File: config.mk
export PLATFORM = sky130hd
export DESIGN_NAME = apb_slave_bank
export DESIGN_NICKNAME = d
export VERILOG_FILES = /design/src/rtl/apb_slave_bank.sv
export SDC_FILE = /design/constraint.sdc
export NUM_CORES = 2
export LEC_CHECK = 0
export BUFFER_PORTS_ARGS = -buffer_cell sky130_fd_sc_hd__buf_2
export CORE_MARGIN = 2
export CORE_UTILIZATION = 55
export DETAILED_ROUTE_END_ITERATION = 8
export GPL_ROUTABILITY_DRIVEN = 0
export PLACE_DENSITY = 0.74
export SLEW_MARGIN = 20
export SYNTH_ARGS = -nofsm -noshare
export SYNTH_HDL_FRONTEND = slang
export SYNTH_SLANG_ARGS = --single-unit
File: constraint.sdc
create_clock -name hclk -period 2.45 [get_ports hclk]
set_input_delay 0.49 -clock hclk [delete_from_list [all_inputs] [get_ports hclk]]
set_output_delay 0.49 -clock hclk [all_outputs]
set_load 0.02 [all_outputs]
File: src/rtl/apb_slave_bank.sv
// APB target bank: NSLV independent register-file slaves sharing one APB port,
// with a fixed number of wait states and pslverr on bad accesses.
module apb_slave_bank #(
  parameter int NSLV        = 3,
  parameter int AW          = 32,
  parameter int DW          = 32,
  parameter int DEPTH       = 16,
  parameter int WAIT_STATES = 0
) (
  input  logic            hclk,
  input  logic            hresetn,
  input  logic [NSLV-1:0] pselx,
  input  logic            penable,
  input  logic            pwrite,
  input  logic [AW-1:0]   paddr,
  input  logic [DW-1:0]   pwdata,
  output logic [DW-1:0]   prdata,
  output logic            pready,
  output logic            pslverr
);

  localparam int WW = $clog2(DEPTH);
  localparam int SW = (NSLV > 1) ? $clog2(NSLV) : 1;
  localparam logic [AW-1:0] WINDOW = AW'(DEPTH * 4);

  typedef enum logic [1:0] {IDLE, SETUP_SEEN, ACCESS} state_t;

  state_t          state_q, state_d;
  logic [SW-1:0]   slv_q, slv_d, slv_dec;
  logic [WW-1:0]   word_q, word_d, word_in;
  logic            wr_q, wr_d;
  logic [DW-1:0]   wdata_q, wdata_d;
  logic            err_q, err_d, err_in;
  logic [3:0]      cnt_q, cnt_d;
  logic [DW-1:0]   prdata_d;
  logic            pready_d, pslverr_d;
  logic            setup, mem_we;
  logic [DW-1:0]   rd_live, rd_held;
  logic [DW-1:0]   mem [NSLV][DEPTH];

  assign setup   = (|pselx) & ~penable;
  assign word_in = paddr[WW+1:2];
  assign err_in  = (paddr[1:0] != 2'b00) | (paddr >= WINDOW) | ($countones(pselx) > 1);
  assign rd_live = mem[slv_dec][word_in];
  assign rd_held = mem[slv_q][word_q];

  // Index choice on a multi-hot select is irrelevant: such a transfer is an error.
  always_comb begin
    slv_dec = '0;
    for (int unsigned i = 0; i < NSLV; i++) begin
      if (pselx[i]) slv_dec = SW'(i);
    end
  end

  always_ff @(posedge hclk or negedge hresetn) begin
    if (!hresetn) begin
      state_q <= IDLE;
      slv_q   <= '0;
      word_q  <= '0;
      wr_q    <= 1'b0;
      wdata_q <= '0;
      err_q   <= 1'b0;
      cnt_q   <= '0;
      prdata  <= '0;
      pready  <= 1'b0;
      pslverr <= 1'b0;
    end else begin
      state_q <= state_d;
      slv_q   <= slv_d;
      word_q  <= word_d;
      wr_q    <= wr_d;
      wdata_q <= wdata_d;
      err_q   <= err_d;
      cnt_q   <= cnt_d;
      prdata  <= prdata_d;
      pready  <= pready_d;
      pslverr <= pslverr_d;
    end
  end

  always_comb begin
    state_d   = state_q;
    slv_d     = slv_q;
    word_d    = word_q;
    wr_d      = wr_q;
    wdata_d   = wdata_q;
    err_d     = err_q;
    cnt_d     = cnt_q;
    prdata_d  = '0;
    pready_d  = 1'b0;
    pslverr_d = 1'b0;
    mem_we    = 1'b0;
    case (state_q)
      IDLE: begin
        if (setup) begin
          slv_d   = slv_dec;
          word_d  = word_in;
          wr_d    = pwrite;
          wdata_d = pwdata;
          err_d   = err_in;
          cnt_d   = 4'(WAIT_STATES);
          state_d = ACCESS;
          if (WAIT_STATES == 0) begin
            pready_d  = 1'b1;
            pslverr_d = err_in;
            prdata_d  = (!pwrite && !err_in) ? rd_live : '0;
          end
        end
      end
      ACCESS: begin
        if (pready) begin
          mem_we  = wr_q & ~err_q;
          state_d = IDLE;
        end else if (!(|pselx)) begin
          state_d = IDLE;
        end else begin
          cnt_d = cnt_q - 4'd1;
          if (cnt_q == 4'd1) begin
            pready_d  = 1'b1;
            pslverr_d = err_q;
            prdata_d  = (!wr_q && !err_q) ? rd_held : '0;
          end
        end
      end
      default: state_d = IDLE;
    endcase
  end

  always_ff @(posedge hclk or negedge hresetn) begin
    if (!hresetn) begin
      for (int unsigned s = 0; s < NSLV; s++) begin
        for (int unsigned w = 0; w < DEPTH; w++) begin
          mem[s][w] <= '0;
        end
      end
    end else if (mem_we) begin
      mem[slv_q][word_q] <= wdata_q;
    end
  end

endmodule

==> results.json <==
{
  "ios": 105,
  "power_density_nw_per_um2": 862,
  "r2r_start": "slv_q[0]",
  "drc": 0,
  "critPathArrivalTime_ns": 3.34,
  "syn-num-nets": 7234,
  "cts-htree-levels": 4,
  "clk_pin_slew_ns": 0.06,
  "synth_most_common_cell": "dfrtp_1",
  "die_h_microns": 404,
  "core_area_sq_um": 159000,
  "dr.pass1.iters": 9,
  "wl_microns": 335000,
  "grt_overflow_total": 0,
  "crit_required_ns": 3.18,
  "vdd_drop_max_mv": 0.907,
  "path_buf_inv": 5,
  "synth-seq-cells": 1615,
  "fillers": 11200,
  "fin_setup_tns_ns": -0.870,
  "cts_made_buffers": 171,
  "hold_depth": 4,
  "synth_area_leader_cell": "dfrtp_1",
  "rr_worst_depth": 11,
  "num_vias": 69300,
  "r2r-end": "prdata[14]",
  "worstMarginPinSlew_ns": 1.00,
  "synth_common_cells": "1615 x dfrtp_1, 1585 x mux2_2, 778 x mux2i_1, 480 x o21ai_0, 350 x nand2_1",
  "grt_pass1_vias": 68800,
  "syn_inst": 7160,
  "fp.dieArea_sq_um": 163000,
  "io_buffers": 104,
  "hold_end": "state_q[1]",
  "antenna_found_initial": 21,
  "drv_cap": 0,
  "synth_ff_type": "dfrtp_1",
  "period_needed_ns": 2.62,
  "p_leak_uw": 0.0480,
  "synth_top_area_share_pct": 45.9,
  "timing.final.ws_setup_ns": -0.166,
  "critPathKind": "register to register",
  "synthToLayoutAreaGrowth_pct": 19.0,
  "grt.total_usage_pct": 40.3,
  "rsz0062_at_grt": "true",
  "critPathLaunchType": "register",
  "yosys-top-cells-area": "dfrtp_1 46%, mux2_2 20%, mux2i_1 8.8%",
  "cpLargestDelayFamily": "buffers and inverters",
  "grt_max_degree": 114,
  "reg2reg_slack_ns": -0.17,
  "status": "finished, violations left",
  "drive_gt1_share_pct": 41.4,
  "skew_ns": 0.0781,
  "post_synth_num_cell_types": 62,
  "cp_common_cell": "buf_12",
  "drt-vias-per-instance": 7.13,
  "clk_latency_ns": 0.88,
  "cts_tree": "built",
  "maxSlewHeadroom_pct": 33.2,
  "regArea_sq_um": 40400,
  "grt_pass1_wl_microns": 478000,
  "startpoint": "slv_q[0]",
  "synth_edf_count": 0,
  "num_rows": 146,
  "start_util_pct": 55.5,
  "setup_viol": 26,
  "hp-start": "penable",
  "clock.fmax_mhz": 382,
  "clock_sinks": 1615,
  "die_w_microns": 404,
  "cpPeakStageDelay_ns": 0.50,
  "avgSynthCellArea_sq_um": 12.3,
  "cp_max_fo": 12,
  "hold_viol_final": 0,
  "nNetsFinal": 7565,
  "synth_area_sq_um": 88100,
  "crit_slowest_cell": "dfrtp_4",
  "crit_chain": "nor2b_4 > buf_12 > buf_16 > buf_12 > buf_4 > clkbuf_16 > o2bb2ai_1 > a22oi_1 > nand4_1 > nor4_2 > o21ai_1",
  "dp.final_hpwl_microns": 212000,
  "postRouteAntennaNets": 0,
  "violations": "setup timing",
  "min_path_type": "input port to register",
  "clockRootBuffer": "clkbuf_16",
  "timing.final.max_slew_violations": 0,
  "ys_seq_area_share_pct": 45.9,
  "setup.worst_path.end_class": "register",
  "yosys_warnings": 0,
  "multi_input_area_sq_um": 44900,
  "timing.final.crit_share_pct": 107,
  "drt-initial-drc-count": 10100,
  "avgRoutedWirePerCell_microns": 34.5,
  "pre_cts_ws_ns": -0.396,
  "cts_buffer_depth": 3,
  "synth-async-reset-ratio_pct": 100
}
==> logic make-up (layout without fill, tap and decap cells) <==
group / after synthesis / in the layout / share of synthesized area (%)
mux: 2651 / 2651 / 35.9
flops: 1615 / 1615 / 45.9
compound gates: 1230 / 1230 / 8.84
simple gates: 884 / 884 / 5.08
buf+inv: 775 / 1250 / 4.20
fa+ha+maj: 3 / 3 / 0.0426
xor+xnor: 2 / 2 / 0.0199
other cells: 0 / 7 / 0
==> routing by layer <==
| layer | part of all wire, % | GRT usage [%] |
|---|---|---|
| met5 | 0.11 | 0.952 |
| met4 | 8.9 | 27.7 |
| met3 | 14 | 14.7 |
| met2 | 42 | 57.2 |
| met1 | 35 | 51.1 |
==> final cells by class <==
| class | count | share of cell area, % |
|---|---|---|
| sequential | 1615 | 38.6 |
| tap | 2072 | 2.47 |
| multi-input combinational | 4770 | 42.9 |
| antenna | 7 | 0.0167 |
| clock buffer | 249 | 4.83 |
| clock inverter | 68 | 0.908 |
| inverter | 31 | 0.115 |
| timing repair buffer | 902 | 10.2 |
==> worst reg2reg max path, stage by stage, from the launching register on <==
cell and delay [ns]:
dfrtp_4 0.50, nor2b_4 0.16, buf_12 0.16, buf_16 0.17, buf_12 0.16, buf_4 0.14, clkbuf_16 0.17, o2bb2ai_1 0.14
a22oi_1 0.26, nand4_1 0.21, nor4_2 0.29, o21ai_1 0.11
==> layout by cell type, fill, tap and decap left out, types with 33 or more instances in the layout <==
| cell type | n |
|---|---|
| o2bb2ai_1 | 78 |
| nor2_4 | 57 |
| buf_2 | 98 |
| buf_4 | 450 |
| mux2_1 | 42 |
| clkbuf_8 | 49 |
| dfrtp_1 | 1609 |
| buf_12 | 257 |
| clkinv_2 | 35 |
| mux2_2 | 1585 |
| nand2_1 | 336 |
| nand3b_1 | 198 |
| a22oi_1 | 204 |
| mux4_2 | 246 |
| o21ai_0 | 442 |
| o221ai_1 | 33 |
| nand4_1 | 40 |
| mux2i_1 | 770 |
| dlygate4sd3_1 | 33 |
| o22ai_1 | 56 |
| o21ai_1 | 35 |
| a21oi_1 | 176 |
| clkbuf_16 | 186 |
| a211oi_1 | 57 |
| nor2_1 | 113 |
==> what timing repair did <==
| item | 4_1_cts | 5_1_grt |
|---|---|---|
| endpoints found under the hold margin | 490 | 0 |
| cloned | 10 | 15 |
| hold buffers | 33 | 0 |
| setup endpoints to repair | 479 | 278 |
| setup buffers | 13 | 39 |
| gates resized for setup | 81 | 134 |
| pin swaps | 12 | 46 |
==> how the worst max path moves through the flow <==
stage                  to  slack, ns  depth (start not counted)
4_1_cts        prdata[19]      -0.14                         10
3_5_place_dp   prdata[28]      -0.40                          7
3_3_place_gp   prdata[28]      -0.40                          8
5_1_grt        prdata[14]      -0.20                         11
2_1_floorplan  prdata[28]       0.03                          9
6_report       prdata[14]      -0.17                         11
==> sequential cells by signal (all words and copies together) (netlist names) <==
name and cells:
wr_q 1, pready 1, err_q 1, pslverr 1
wdata_q 32, cnt_q 4, prdata 32, word_q 4
mem 1536, state_q 1, slv_q 2
==> metrics by stage <==
stage / hold WS, ns / instance area (sq um) / std cells / power (uW) / utilization (%)
after floorplan: 0.194 / 88100 / 7160 / 47500 / -
after global placement: 0.430 / 96400 / 9284 / 58500 / 60.8
after detailed placement: 0.422 / 96400 / 9284 / 59200 / 60.8
after CTS: 0.0956 / 104000 / 9657 / 87700 / 65.3
after global routing: 0.149 / 105000 / 9707 / 92600 / 66.0
final: 0.133 / 105000 / 9714 / 90300 / 66.0
==> power breakdown <==
group | switching (uW) | internal [uW]
Clock | 11800 | 15800
Sequential | 2720 | 29400
Combinational | 18400 | 12300
Total | 32900 | 57400
No activity file was read; power rests on OpenSTA's default activity.
